`config.mk`:
```
export PLATFORM = sky130hd
export DESIGN_NAME = data_port_arbiter_flat
export DESIGN_NICKNAME = d
export VERILOG_FILES = /design/src/rtl/mem_pkg.sv /design/src/rtl/data_port_arbiter_if.sv /design/src/rtl/data_port_arbiter.sv /design/src/flat_wrapper.sv
export SDC_FILE = /design/constraint.sdc
export NUM_CORES = 1
export LEC_CHECK = 0
export CORE_AREA = 2 2 121 123
export CTS_BUF_LIST = sky130_fd_sc_hd__clkbuf_4
export DETAILED_ROUTE_END_ITERATION = 10
export DIE_AREA = 0 0 123 125
export PLACE_DENSITY_LB_ADDON = 0.05
export RECOVER_POWER = 25
export SKIP_CTS_REPAIR_TIMING = 1
export SLEW_MARGIN = 30
export SYNTH_ARGS = -nofsm -noshare
export SYNTH_HDL_FRONTEND = slang
export SYNTH_SLANG_ARGS = --single-unit
```
`constraint.sdc`:
```
create_clock -name i_clk -period 2.45 [get_ports i_clk]
set_input_delay 0.3675 -clock i_clk [delete_from_list [all_inputs] [get_ports i_clk]]
set_output_delay 0.3675 -clock i_clk [all_outputs]
set_load 0.02 [all_outputs]
```
`src/rtl/mem_pkg.sv`:
```
// Shared types for the memory-controller data port: width codes, arbiter states, request bundle.
// Latency: n/a (types and constants only).
// Backpressure: n/a.
package mem_pkg;

  // Access width codes as seen on the controller's width input; any other value means word.
  localparam logic [1:0] WIDTH_BYTE = 2'd1;
  localparam logic [1:0] WIDTH_HALF = 2'd2;
  localparam logic [1:0] WIDTH_WORD = 2'd3;

  // ARB: free arbitration; LOCK0/LOCK1: port owned by M0/M1 until its next unlocked access.
  typedef enum logic [1:0] {
    ARB   = 2'd0,
    LOCK0 = 2'd1,
    LOCK1 = 2'd2
  } arb_state_t;

  // One requester's access fields, bundled so the 2:1 mux is a single select.
  typedef struct packed {
    logic [31:0] addr;
    logic [31:0] wdata;
    logic [1:0]  width;
    logic        we;
    logic        zeroextend;
    logic        lock;
  } mem_req_t;

endpackage

```
`src/rtl/data_port_arbiter_if.sv`:
```
// Bundle of both requester ports plus the controller-side data port.
// Latency: n/a (wires only).
// Backpressure: requesters hold their fields until gnt; the controller side never stalls.
interface data_port_arbiter_if;

  logic        i_m0_req;
  logic [31:0] i_m0_addr;
  logic [31:0] i_m0_wdata;
  logic [1:0]  i_m0_width;
  logic        i_m0_we;
  logic        i_m0_zeroextend;
  logic        i_m0_lock;
  logic        o_m0_gnt;
  logic        o_m0_rvalid;
  logic [31:0] o_m0_rdata;

  logic        i_m1_req;
  logic [31:0] i_m1_addr;
  logic [31:0] i_m1_wdata;
  logic [1:0]  i_m1_width;
  logic        i_m1_we;
  logic        i_m1_zeroextend;
  logic        i_m1_lock;
  logic        o_m1_gnt;
  logic        o_m1_rvalid;
  logic [31:0] o_m1_rdata;

  logic [31:0] o_mem_addr;
  logic [31:0] o_mem_wdata;
  logic [1:0]  o_mem_width;
  logic        o_mem_we;
  logic        o_mem_zeroextend;
  logic [31:0] i_mem_rdata;

  // Arbiter side.
  modport slave (
    input  i_m0_req, i_m0_addr, i_m0_wdata, i_m0_width, i_m0_we, i_m0_zeroextend, i_m0_lock,
    output o_m0_gnt, o_m0_rvalid, o_m0_rdata,
    input  i_m1_req, i_m1_addr, i_m1_wdata, i_m1_width, i_m1_we, i_m1_zeroextend, i_m1_lock,
    output o_m1_gnt, o_m1_rvalid, o_m1_rdata,
    output o_mem_addr, o_mem_wdata, o_mem_width, o_mem_we, o_mem_zeroextend,
    input  i_mem_rdata
  );

  // Requesters plus controller model side.
  modport master (
    output i_m0_req, i_m0_addr, i_m0_wdata, i_m0_width, i_m0_we, i_m0_zeroextend, i_m0_lock,
    input  o_m0_gnt, o_m0_rvalid, o_m0_rdata,
    output i_m1_req, i_m1_addr, i_m1_wdata, i_m1_width, i_m1_we, i_m1_zeroextend, i_m1_lock,
    input  o_m1_gnt, o_m1_rvalid, o_m1_rdata,
    input  o_mem_addr, o_mem_wdata, o_mem_width, o_mem_we, o_mem_zeroextend,
    output i_mem_rdata
  );

endinterface

```
`src/rtl/data_port_arbiter.sv`:
```
// Two-master arbiter for the memory controller data port: M0 priority, M1 anti-starvation, lock.
// Latency: grant and port mux are combinational; read data returns 1 cycle after grant.
// Backpressure: a denied master keeps req and fields stable until its gnt cycle.
module data_port_arbiter
  import mem_pkg::*;
#(
  parameter int STARVE_LIMIT = 8,
  parameter int CNT_W        = 8
) (
  input  logic                i_clk,
  input  logic                i_rst_n,
  data_port_arbiter_if.slave  bus
);

  arb_state_t       state;
  logic [CNT_W-1:0] starve_cnt;
  logic             resp_valid;
  logic             resp_owner;

  mem_req_t m0_r;
  mem_req_t m1_r;
  mem_req_t win;
  logic     m0_gnt;
  logic     m1_gnt;
  logic     any_gnt;
  logic     starve_hit;
  logic     m0_rvalid;
  logic     m1_rvalid;

  assign m0_r = '{addr: bus.i_m0_addr, wdata: bus.i_m0_wdata, width: bus.i_m0_width,
                  we: bus.i_m0_we, zeroextend: bus.i_m0_zeroextend, lock: bus.i_m0_lock};
  assign m1_r = '{addr: bus.i_m1_addr, wdata: bus.i_m1_wdata, width: bus.i_m1_width,
                  we: bus.i_m1_we, zeroextend: bus.i_m1_zeroextend, lock: bus.i_m1_lock};

  assign starve_hit = (starve_cnt >= CNT_W'(STARVE_LIMIT));

  // Pick at most one winner; reset gates grants so every output is quiet while in reset.
  always_comb begin
    m0_gnt = 1'b0;
    m1_gnt = 1'b0;
    if (i_rst_n) begin
      unique case (state)
        ARB: begin
          if (bus.i_m1_req && (!bus.i_m0_req || starve_hit)) m1_gnt = 1'b1;
          else if (bus.i_m0_req)                              m0_gnt = 1'b1;
        end
        LOCK0:   m0_gnt = bus.i_m0_req;
        LOCK1:   m1_gnt = bus.i_m1_req;
        default: ;
      endcase
    end
  end

  assign any_gnt = m0_gnt | m1_gnt;
  // With no winner the mux yields all-zero fields, so o_mem_we cannot leak a stale write.
  assign win     = m1_gnt ? m1_r : (m0_gnt ? m0_r : '0);

  assign bus.o_m0_gnt         = m0_gnt;
  assign bus.o_m1_gnt         = m1_gnt;
  assign bus.o_mem_addr       = win.addr;
  assign bus.o_mem_wdata      = win.wdata;
  assign bus.o_mem_width      = win.width;
  assign bus.o_mem_we         = win.we;
  assign bus.o_mem_zeroextend = win.zeroextend;

  // Lock ownership: only the owner's granted access can change state; lock bit picks stay/leave.
  always_ff @(posedge i_clk or negedge i_rst_n) begin
    if (!i_rst_n) begin
      state <= ARB;
    end else if (m0_gnt) begin
      state <= m0_r.lock ? LOCK0 : ARB;
    end else if (m1_gnt) begin
      state <= m1_r.lock ? LOCK1 : ARB;
    end
  end

  // Count consecutive denied M1 cycles in ARB; frozen while M0 holds the lock.
  always_ff @(posedge i_clk or negedge i_rst_n) begin
    if (!i_rst_n) begin
      starve_cnt <= '0;
    end else if (m1_gnt || !bus.i_m1_req) begin
      starve_cnt <= '0;
    end else if (state == ARB) begin
      if (starve_cnt != {CNT_W{1'b1}}) starve_cnt <= starve_cnt + 1'b1;
    end
  end

  // Remember which master issued a read so the 1-cycle-late data is steered back to it.
  always_ff @(posedge i_clk or negedge i_rst_n) begin
    if (!i_rst_n) begin
      resp_valid <= 1'b0;
      resp_owner <= 1'b0;
    end else begin
      resp_valid <= any_gnt & ~win.we;
      if (any_gnt) resp_owner <= m1_gnt;
    end
  end

  assign m0_rvalid = resp_valid & ~resp_owner;
  assign m1_rvalid = resp_valid &  resp_owner;

  assign bus.o_m0_rvalid = m0_rvalid;
  assign bus.o_m1_rvalid = m1_rvalid;
  assign bus.o_m0_rdata  = m0_rvalid ? bus.i_mem_rdata : 32'h0;
  assign bus.o_m1_rdata  = m1_rvalid ? bus.i_mem_rdata : 32'h0;

endmodule

```
`src/flat_wrapper.sv`:
```
// flat-port wrapper written by rule: the top's interface ports become plain ports
module data_port_arbiter_flat import mem_pkg::*;
#(
  parameter int STARVE_LIMIT = 8,
  parameter int CNT_W        = 8
)
  (i_clk, i_rst_n, bus_i_m0_req, bus_i_m0_addr, bus_i_m0_wdata, bus_i_m0_width, bus_i_m0_we, bus_i_m0_zeroextend, bus_i_m0_lock, bus_o_m0_gnt, bus_o_m0_rvalid, bus_o_m0_rdata, bus_i_m1_req, bus_i_m1_addr, bus_i_m1_wdata, bus_i_m1_width, bus_i_m1_we, bus_i_m1_zeroextend, bus_i_m1_lock, bus_o_m1_gnt, bus_o_m1_rvalid, bus_o_m1_rdata, bus_o_mem_addr, bus_o_mem_wdata, bus_o_mem_width, bus_o_mem_we, bus_o_mem_zeroextend, bus_i_mem_rdata);
  data_port_arbiter_if bus_i ();
  input  logic i_clk;
  input  logic i_rst_n;
  input wire logic [$bits(bus_i.i_m0_req)-1:0] bus_i_m0_req;
  input wire logic [$bits(bus_i.i_m0_addr)-1:0] bus_i_m0_addr;
  input wire logic [$bits(bus_i.i_m0_wdata)-1:0] bus_i_m0_wdata;
  input wire logic [$bits(bus_i.i_m0_width)-1:0] bus_i_m0_width;
  input wire logic [$bits(bus_i.i_m0_we)-1:0] bus_i_m0_we;
  input wire logic [$bits(bus_i.i_m0_zeroextend)-1:0] bus_i_m0_zeroextend;
  input wire logic [$bits(bus_i.i_m0_lock)-1:0] bus_i_m0_lock;
  output wire logic [$bits(bus_i.o_m0_gnt)-1:0] bus_o_m0_gnt;
  output wire logic [$bits(bus_i.o_m0_rvalid)-1:0] bus_o_m0_rvalid;
  output wire logic [$bits(bus_i.o_m0_rdata)-1:0] bus_o_m0_rdata;
  input wire logic [$bits(bus_i.i_m1_req)-1:0] bus_i_m1_req;
  input wire logic [$bits(bus_i.i_m1_addr)-1:0] bus_i_m1_addr;
  input wire logic [$bits(bus_i.i_m1_wdata)-1:0] bus_i_m1_wdata;
  input wire logic [$bits(bus_i.i_m1_width)-1:0] bus_i_m1_width;
  input wire logic [$bits(bus_i.i_m1_we)-1:0] bus_i_m1_we;
  input wire logic [$bits(bus_i.i_m1_zeroextend)-1:0] bus_i_m1_zeroextend;
  input wire logic [$bits(bus_i.i_m1_lock)-1:0] bus_i_m1_lock;
  output wire logic [$bits(bus_i.o_m1_gnt)-1:0] bus_o_m1_gnt;
  output wire logic [$bits(bus_i.o_m1_rvalid)-1:0] bus_o_m1_rvalid;
  output wire logic [$bits(bus_i.o_m1_rdata)-1:0] bus_o_m1_rdata;
  output wire logic [$bits(bus_i.o_mem_addr)-1:0] bus_o_mem_addr;
  output wire logic [$bits(bus_i.o_mem_wdata)-1:0] bus_o_mem_wdata;
  output wire logic [$bits(bus_i.o_mem_width)-1:0] bus_o_mem_width;
  output wire logic [$bits(bus_i.o_mem_we)-1:0] bus_o_mem_we;
  output wire logic [$bits(bus_i.o_mem_zeroextend)-1:0] bus_o_mem_zeroextend;
  input wire logic [$bits(bus_i.i_mem_rdata)-1:0] bus_i_mem_rdata;
  assign bus_i.i_m0_req = bus_i_m0_req;
  assign bus_i.i_m0_addr = bus_i_m0_addr;
  assign bus_i.i_m0_wdata = bus_i_m0_wdata;
  assign bus_i.i_m0_width = bus_i_m0_width;
  assign bus_i.i_m0_we = bus_i_m0_we;
  assign bus_i.i_m0_zeroextend = bus_i_m0_zeroextend;
  assign bus_i.i_m0_lock = bus_i_m0_lock;
  assign bus_o_m0_gnt = bus_i.o_m0_gnt;
  assign bus_o_m0_rvalid = bus_i.o_m0_rvalid;
  assign bus_o_m0_rdata = bus_i.o_m0_rdata;
  assign bus_i.i_m1_req = bus_i_m1_req;
  assign bus_i.i_m1_addr = bus_i_m1_addr;
  assign bus_i.i_m1_wdata = bus_i_m1_wdata;
  assign bus_i.i_m1_width = bus_i_m1_width;
  assign bus_i.i_m1_we = bus_i_m1_we;
  assign bus_i.i_m1_zeroextend = bus_i_m1_zeroextend;
  assign bus_i.i_m1_lock = bus_i_m1_lock;
  assign bus_o_m1_gnt = bus_i.o_m1_gnt;
  assign bus_o_m1_rvalid = bus_i.o_m1_rvalid;
  assign bus_o_m1_rdata = bus_i.o_m1_rdata;
  assign bus_o_mem_addr = bus_i.o_mem_addr;
  assign bus_o_mem_wdata = bus_i.o_mem_wdata;
  assign bus_o_mem_width = bus_i.o_mem_width;
  assign bus_o_mem_we = bus_i.o_mem_we;
  assign bus_o_mem_zeroextend = bus_i.o_mem_zeroextend;
  assign bus_i.i_mem_rdata = bus_i_mem_rdata;
  data_port_arbiter #(.STARVE_LIMIT(STARVE_LIMIT), .CNT_W(CNT_W)) u_core (.i_clk(i_clk), .i_rst_n(i_rst_n), .bus(bus_i));
endmodule
```
==> flow_summary.yaml, run 1 <==
status:
  outcome: "completed"
grt:
  grt_pass1_vias: 2873
  grt_max_degree: 48
  grt_overflow: 0
  antenna_found_initial: 0
  grtUsageTotal_pct: 14.9
  grt_pass1_wl_um: 17600
synthesis:
  synth_nets: 399
  ys_types: 37
  ys_async_sr_fraction_pct: 100
  synth.largest_area_cell: "a22o_1"
  ys_seq_elements: 12
  synth_warnings: 0
  avgSynthCellArea_sq_um: 8.17
  synth_area_leaders: "a22o_1 (33%), dfrtp_1 (16%), and3_1 (12%), and2_1 (11%), buf_6 (4.9%)"
  syn_inst: 223
  syn-cell-area_sq_um: 1820
  synth_edf_count: 0
  synth_top_area_share_pct: 32.7
  yosysSeqAreaShare_pct: 16.5
  yosys_most_used_dff: "dfrtp_1"
detailed_routing:
  firstDrtPassIters: 4
  drt_iter0_drc: 76
  wl_um: 13000
  ant_nets: 0
  routedWlPerCell_um: 18.0
  drt-vias-per-instance: 4.28
  vias: 3093
  drc_errors: 0
layout:
  utilization_pct: 36.2
  area_growth_pct: 182
  drive_above_1_share_pct: 19.9
  nets: 716
  diodes: 0
  stdcell_count: 723
placed_design:
  dp_hpwl_um: 10600
  gp_congestion: 0.774
  dp_cells: 712
  port-buffer-count: 309
power_and_ir_drop:
  vdd.ir_drop.worst_v: 0.000254
  p_leak_nw: 2.32
  powerDensity_nw_per_um2: 505
  power_mw: 2.59
timing:
  relSlewSlack_pct: 50.0
  rsz0062_at_grt: "false"
  setup_viol: 0
  worstMarginPinSlew_ns: 0.742
  fmaxAchievable_ghz: 0.427
  slew_viol_final: 0
  holdWs_ns: 0.477
  finalCritPeriodShare_pct: 95.7
  setup_tns_ns: 0
  fin_skew_ns: 0.0157
  hold_violations: 0
  finalCriticalPeriod_ns: 2.34
clocking:
  tritoncts: "yes"
  clock-root-buffer: "clkbuf_4"
  clockBufferDepth: 2
  path_clk_slew_ns: 0.06
  cts_max_level: 1
  cts_buffers: 3
  clk_latency_ns: 0.28
  cts_sinks: 12
floorplan:
  die_h_um: 125
  start_util_pct: 12.8
  core_sq_um: 14200
  ios: 310
  num_rows: 44
  dieArea_sq_um: 15400
  die_w_um: 123
setup_path:
  startpoint_type: "primary input"
  critical_path_class: "primary input to primary output"
  crit_path_max_fanout: 6
  crit_path_end_kind: "primary output"
  arrival_ns: 1.98
  required_ns: 2.08
hold_path:
  hold_path.class: "primary input to asynchronous set/reset pin"
job:
  cap_violations: 0
==> worst max-delay path: stages <==
cell and delay, ns:
clkdlybuf4s50_1 0.47, buf_4 0.19, a21boi_4 0.15, buf_6 0.14
buf_12 0.14, buf_6 0.12, a22o_4 0.26, buf_12 0.13
==> logic make-up after synthesis <==
kind of cell    Yosys count  synth area share (%)
compound gates           80                  37.4
xor+xnor                  4                  1.92
fa+ha+maj                 2                  1.37
buf+inv                  30                  9.75
flops                    12                  16.5
mux                       4                  2.34
simple gates             91                  30.8
==> report_power, final <==
part / total (mW) / switching [mW] / internal, mW
Combinational: 2.19 / 1.11 / 1.08
Clock: 0.124 / 0.0652 / 0.0589
Sequential: 0.279 / 0.0424 / 0.237
==> path summary, 6_finish.rpt <==
path	startpoint	to	slack, ns	depth (start not counted)
worst min register to register	u_core.starve_cnt[2]	u_core.starve_cnt[2]	0.60	2
max in group asynchronous	i_rst_n	u_core.starve_cnt[0]	1.49	2
worst max register to register	u_core.state[1]	u_core.starve_cnt[7]	0.54	5
worst min-delay path	i_rst_n	u_core.starve_cnt[7]	0.48	2
min in group i_clk	u_core.starve_cnt[2]	u_core.starve_cnt[2]	0.60	2
worst max-delay path	i_rst_n	bus_o_mem_zeroextend	0.11	8
==> area by class of cell <==
cell class,count,area (sq um)
clock inverter,1,3.75
inverter,5,21.3
tap,184,230
clock buffer,3,22.5
timing repair buffer,337,3170
sequential,12,300
multi-input combinational,181,1390
fill,1491,9070
==> metal layers <==
metal  track usage [%]  share of wire, %  up-vias  wire [um]
met5                 0                 0        -          0
met4              2.07               1.2        0        155
met3              5.75                11       10       1480
met2              29.2                52      184       6830
met1              14.7                35     1413       4560
li1                  -                 -     1486          -
==> stage by stage <==
stage / cell area [sq um] / worst slack, ns
3_3_place_gp: 5220 / -0.459
6_report: 5140 / 0.106
2_1_floorplan: 1820 / 0.593
3_5_place_dp: 5220 / -0.491
4_1_cts: 5240 / -0.491
5_1_grt: 5140 / 0.0133
==> state kept, by name (all words and copies together) (netlist names) <==
signal and count:
u_core.resp_valid 1, u_core.starve_cnt 8, u_core.resp_owner 1, u_core.state 2
==> cell usage after synthesis, types with 2 or more instances <==
cell type	n
inv_1	4
and3_1	35
nand3_1	2
a21oi_1	2
o21ai_0	2
nor2_1	7
ha_1	2
nor2b_1	2
buf_6	8
xor2_1	3
a22o_1	68
and2_1	33
mux2i_1	2
dfrtp_1	12
clkbuf_1	15
nand2b_1	2
o211ai_1	3
nand2_1	2
==> layout by cell type, fill, tap and decap left out, types with 3 or more instances in the layout <==
| cell type | synthesis | final |
|---|---|---|
| a22o_4 | 0 | 3 |
| a22o_1 | 68 | 65 |
| nor2_1 | 7 | 7 |
| dlymetal6s2s_1 | 0 | 3 |
| buf_2 | 1 | 13 |
| inv_1 | 4 | 4 |
| buf_12 | 0 | 8 |
| xor2_1 | 3 | 3 |
| and2_1 | 33 | 33 |
| clkbuf_16 | 0 | 3 |
| o21ai_0 | 2 | 3 |
| dfrtp_1 | 12 | 12 |
| buf_4 | 1 | 30 |
| and3_1 | 35 | 35 |
| o211ai_1 | 3 | 3 |
| clkdlybuf4s50_1 | 0 | 237 |
| clkbuf_4 | 0 | 5 |
| clkbuf_2 | 0 | 36 |
No activity file was read; power rests on OpenSTA's default activity.
==> run 2: changes to the inputs <==
--- a/config.mk
+++ b/config.mk
@@ -9,10 +9,11 @@
 export CTS_BUF_LIST = sky130_fd_sc_hd__clkbuf_4
 export DETAILED_ROUTE_END_ITERATION = 10
 export DIE_AREA = 0 0 123 125
-export PLACE_DENSITY_LB_ADDON = 0.05
+export PLACE_DENSITY = 0.62
 export RECOVER_POWER = 25
 export SKIP_CTS_REPAIR_TIMING = 1
-export SLEW_MARGIN = 30
+export SKIP_LAST_GASP = 1
+export SLEW_MARGIN = 10
 export SYNTH_ARGS = -nofsm -noshare
 export SYNTH_HDL_FRONTEND = slang
 export SYNTH_SLANG_ARGS = --single-unit
==> flow_summary.yaml, run 2 (synthesis gave the netlist of run 1 again) <==
layout:
  final_common_cell: "clkdlybuf4s50_1"
  nets: 727
  drive_above_1_share_pct: 21.1
  top_register: "u_core.starve_cnt"
  stdcell_count: 734
  final_cell_mix: "clkdlybuf4s50_1 (237), a22o_1 (67), buf_4 (42), and3_1 (35), and2_1 (33)"
  largest_reg_flops: 8
  largest_registers: "u_core.starve_cnt x8, u_core.state x2"
  diodes: 0
  area_growth_pct: 190
hold_path:
  hold_path.class: "flop to flop"
  min_from: "u_core.starve_cnt[1]"
power_and_ir_drop:
  seq_power_share_pct: 10.3
  pwr-share-comb_pct: 85.3
  clkPwrFrac_pct: 4.5
  p_sw_mw: 1.21
  p_sw_share_pct: 45.1
  vdd.ir_drop.worst_v: 0.000224
  power_mw: 2.69
  p_leak_nw: 2.40
  powerDensity_nw_per_um2: 510
  internal_power_mw: 1.48
detailed_routing:
  routedWlPerCell_um: 16.2
  wl_um: 11900
  drc_errors: 0
  ant_nets: 0
  drt-vias-per-instance: 4.27
  drt_iter0_drc: 97
  firstDrtPassIters: 4
  vias: 3137
timing:
  hold_violations: 0
  worstMarginPinSlew_ns: 0.709
  rsz0062_at_grt: "true"
  slew_viol_final: 0
  fin_skew_ns: 0.00547
  finalCriticalPeriod_ns: 2.45
  finalCritPeriodShare_pct: 99.9
  setup_viol: 0
  holdWs_ns: 0.606
  relSlewSlack_pct: 52.2
  fmaxAchievable_ghz: 0.408
floorplan:
  start_util_pct: 12.8
  die_w_um: 123
  die_h_um: 125
  num_rows: 44
  ios: 310
  core_sq_um: 14200
  dieArea_sq_um: 15400
clocking:
  cts_max_level: 1
  tritoncts: "yes"
  cts_sinks: 12
  path_clk_slew_ns: 0.07
  cts_buffers: 3
  clk_latency_ns: 0.27
  clockBufferDepth: 2
  clock-root-buffer: "clkbuf_4"
status:
  outcome: "completed"
setup_path:
  critical_path_class: "primary input to primary output"
  required_ns: 2.08
  startpoint_type: "primary input"
  r2r_slack_ns: 0.55
  r2r-start: "u_core.starve_cnt[1]"
  crit_path_max_fanout: 10
  arrival_ns: 2.08
  crit_path_end_kind: "primary output"
  worstSetupStartpoint: "i_rst_n"
placed_design:
  port-buffer-count: 309
  gp_congestion: 1.07
  dp_hpwl_um: 10000
  dp_cells: 725
job:
  cap_violations: 0
grt:
  grtUsageTotal_pct: 13.7
  grt_pass1_wl_um: 16600
  grt_pass1_vias: 3141
  grt_max_degree: 35
  grt_overflow: 0
  antenna_found_initial: 0
[run 2: cell count changes in the layout (fill, tap and decap cells not counted), moves of 2 or more]
| cell | before | now |
|---|---|---|
| a22o_4 | 3 | 1 |
| buf_2 | 13 | 17 |
| clkbuf_2 | 36 | 18 |
| buf_12 | 8 | 6 |
| buf_4 | 30 | 42 |
| a22o_1 | 65 | 67 |
| buf_6 | 2 | 18 |
[run 2: worst paths after layout]
path / end / depth (start not counted)
max: bus_o_mem_addr[28] / 8
min: u_core.starve_cnt[1] / 2
max reg2reg: u_core.starve_cnt[7] / 5
min reg2reg: u_core.starve_cnt[1] / 2
max in group asynchronous: u_core.starve_cnt[1] / 3
min in group asynchronous: u_core.starve_cnt[6] / 3
[run 2: power groups by stage]
stage	registers, mW	clock network [mW]	logic [mW]
floorplan	0.278	0	1.10
global placement	0.274	0	2.29
detailed placement	0.277	0	2.31
CTS	0.273	0.127	2.32
global route	0.280	0.140	2.44
finish	0.276	0.120	2.29
[run 2: final cells by class]
type,count,area (sq um)
clock buffers,3,22.5
clock inverters,1,3.75
fillers,1437,8920
inverters,5,18.8
multi-input cells,181,1370
flip-flops and latches,12,300
well taps,184,230
repair buffers,348,3330
[run 2: metal layers]
| layer | wire, um | vias to the layer above | track usage (%) |
|---|---|---|---|
| li1 | - | 1507 | - |
| met1 | 4440 | 1432 | 15.5 |
| met2 | 6150 | 184 | 26.0 |
| met3 | 1070 | 14 | 2.46 |
| met4 | 203 | 0 | 3.68 |
| met5 | 0 | - | 0 |
[run 2: per-stage QoR]
stage | utilization (%) | setup WS [ns] | setup TNS, ns | instance area [sq um]
5_1_grt | 37.2 | -0.103 | -0.298 | 5280
6_report | 37.2 | 0.00145 | 0 | 5280
3_3_place_gp | 37.4 | -0.408 | -25.29 | 5310
2_1_floorplan | - | 0.593 | 0 | 1820
4_1_cts | 37.6 | -0.407 | -24.47 | 5340
3_5_place_dp | 37.4 | -0.401 | -23.68 | 5310
[run 2: critical path, stage by stage]
cell            delay (ns)
dlygate4sd3_1         0.56
clkbuf_4              0.15
a21boi_4              0.13
buf_12                0.14
clkbuf_16             0.15
buf_12                0.13
a22o_1                0.23
dlymetal6s2s_1        0.21
==> run 3: changes to the inputs <==
--- a/config.mk
+++ b/config.mk
@@ -5,11 +5,11 @@
 export SDC_FILE = /design/constraint.sdc
 export NUM_CORES = 1
 export LEC_CHECK = 0
-export CORE_AREA = 2 2 121 123
+export CORE_AREA = 5 5 117 119
 export CTS_BUF_LIST = sky130_fd_sc_hd__clkbuf_4
 export DETAILED_ROUTE_END_ITERATION = 10
-export DIE_AREA = 0 0 123 125
-export PLACE_DENSITY = 0.62
+export DIE_AREA = 0 0 122 124
+export PLACE_DENSITY = 0.67
 export RECOVER_POWER = 25
 export SKIP_CTS_REPAIR_TIMING = 1
 export SKIP_LAST_GASP = 1
==> flow_summary.yaml, run 3 (synthesis gave the netlist of run 1 again) <==
status:
  outcome: "completed"
detailed_routing:
  routedWlPerCell_um: 19.7
  vias: 3208
  drc_errors: 0
  wl_met2_um: 7200
  dr_wl_met3_um: 1440
  drt-vias-per-instance: 4.49
  top_layer_used: "met5"
  met1_length_um: 5250
  drt_iter0_drc: 170
  firstDrtPassIters: 4
  wl_um: 14000
  ant_nets: 0
timing:
  slew_viol_final: 0
  fmaxAchievable_ghz: 0.412
  hold_violations: 0
  holdWs_ns: 0.396
  finalCritPeriodShare_pct: 99.1
  setup_slack_ns: 0.0209
  setup_viol: 0
  worstMarginPinSlew_ns: 0.601
  relSlewSlack_pct: 59.9
  fin_skew_ns: 0.00136
  finalCriticalPeriod_ns: 2.43
  rsz0062_at_grt: "true"
floorplan:
  start_util_pct: 14.6
  core_sq_um: 12500
  die_w_um: 122
  num_rows: 41
  ios: 310
  die_h_um: 124
  dieArea_sq_um: 15100
placed_design:
  gp_congestion: 0.856
  pre_cts_slack_ns: -0.486
  dp_hpwl_um: 11400
  port-buffer-count: 309
clocking:
  clk_latency_ns: 0.28
  path_clk_slew_ns: 0.08
  clockBufferDepth: 2
  clock-root-buffer: "clkbuf_4"
  cts_max_level: 1
  tritoncts: "yes"
  cts_sinks: 12
  cts_buffers: 3
layout:
  area_growth_pct: 189
  nFillCells: 1220
  top_register: "u_core.starve_cnt"
  final_common_cell: "clkdlybuf4s50_1"
  final_cell_mix: "clkdlybuf4s50_1 (238), a22o_1 (67), clkbuf_2 (40), and3_1 (35), and2_1 (33)"
  nets: 719
  multi_input_area_sq_um: 1380
  seq_area_sq_um: 300
  largest_reg_flops: 8
  drive_above_1_share_pct: 19.6
  largest_registers: "u_core.starve_cnt x8, u_core.state x2"
  diodes: 0
power_and_ir_drop:
  p_leak_nw: 2.41
  vdd.ir_drop.worst_v: 0.000181
  powerDensity_nw_per_um2: 522
setup_path:
  reg2reg_to: "u_core.state[1]"
  crit_path_end_kind: "primary output"
  endpoint: "bus_o_mem_addr[6]"
  worstSetupStartpoint: "u_core.state[1]"
  rr_worst_depth: 7
  r2r_slack_ns: 0.65
  crit_path_max_fanout: 5
  critical_path_class: "flop to primary output"
  startpoint_type: "flop"
  required_ns: 2.08
  arrival_ns: 2.06
  r2r-start: "u_core.state[1]"
hold_path:
  hold_path.class: "primary input to asynchronous set/reset pin"
grt:
  grt_pass1_wl_um: 17800
  grtUsageTotal_pct: 15.0
  grt_max_degree: 56
  grt_pass1_vias: 3148
  grt_overflow: 0
  antenna_found_initial: 1
job:
  cap_violations: 0
==> run 3: cell count changes in the layout (fill, tap and decap cells not counted), sizes merged <==
| cell | previous run | this run |
|---|---|---|
| buf | 83 | 49 |
| clkbuf | 26 | 49 |
| dlymetal6s2s | 4 | 7 |
| clkdlybuf4s50 | 237 | 238 |
| dlygate4sd3 | 1 | 0 |
==> run 3: cell type report <==
cell class                      instances  share of cell area, %
Clock buffer                            3                  0.428
Multi-Input combinational cell        181                   26.1
Timing Repair Buffer                  340                   63.3
Tap cell                              172                   4.09
Sequential cell                        12                   5.70
Clock inverter                          1                 0.0713
Inverter                                5                  0.356
==> run 3: worst min path at each step <==
stage | endpoint | from
floorplan | u_core.resp_owner | i_rst_n
global placement | u_core.starve_cnt[1] | u_core.starve_cnt[1]
detailed placement | u_core.starve_cnt[2] | u_core.starve_cnt[2]
CTS | u_core.state[0] | i_rst_n
global route | u_core.state[0] | i_rst_n
finish | u_core.state[0] | i_rst_n
==> run 3: metal layers <==
layer	track usage, %	vias to the layer above
met5	0	-
met4	2.45	2
met3	4.90	15
met2	27.6	221
met1	17.2	1485
li1	-	1485
==> run 3: worst max-delay path: stages (launching register included) <==
cell,delay [ns]
dfrtp_1,0.43
nor4b_4,0.29
nand2_2,0.12
a21boi_4,0.21
buf_8,0.14
buf_8,0.12
clkbuf_16,0.15
a22o_1,0.17
buf_6,0.14
==> run 3: per-stage QoR <==
step                      cell area, sq um  total power, mW  cells  util, %  setup TNS, ns
final                                 5270             2.75    714     42.3              0
after floorplan                       1820             1.37    223        -              0
after detailed placement              5150             2.50    697     41.3         -25.42
after CTS                             5170             2.64    701     41.5         -25.92
after global routing                  5270             2.89    714     42.3          -1.46
after global placement                5150             2.47    697     41.3         -24.74
==> run 3: report_power, final <==
part	internal [mW]	total [mW]	switching, mW
sequential	0.237	0.277	0.0396
clock	0.0592	0.131	0.0723
combinational	1.18	2.34	1.16
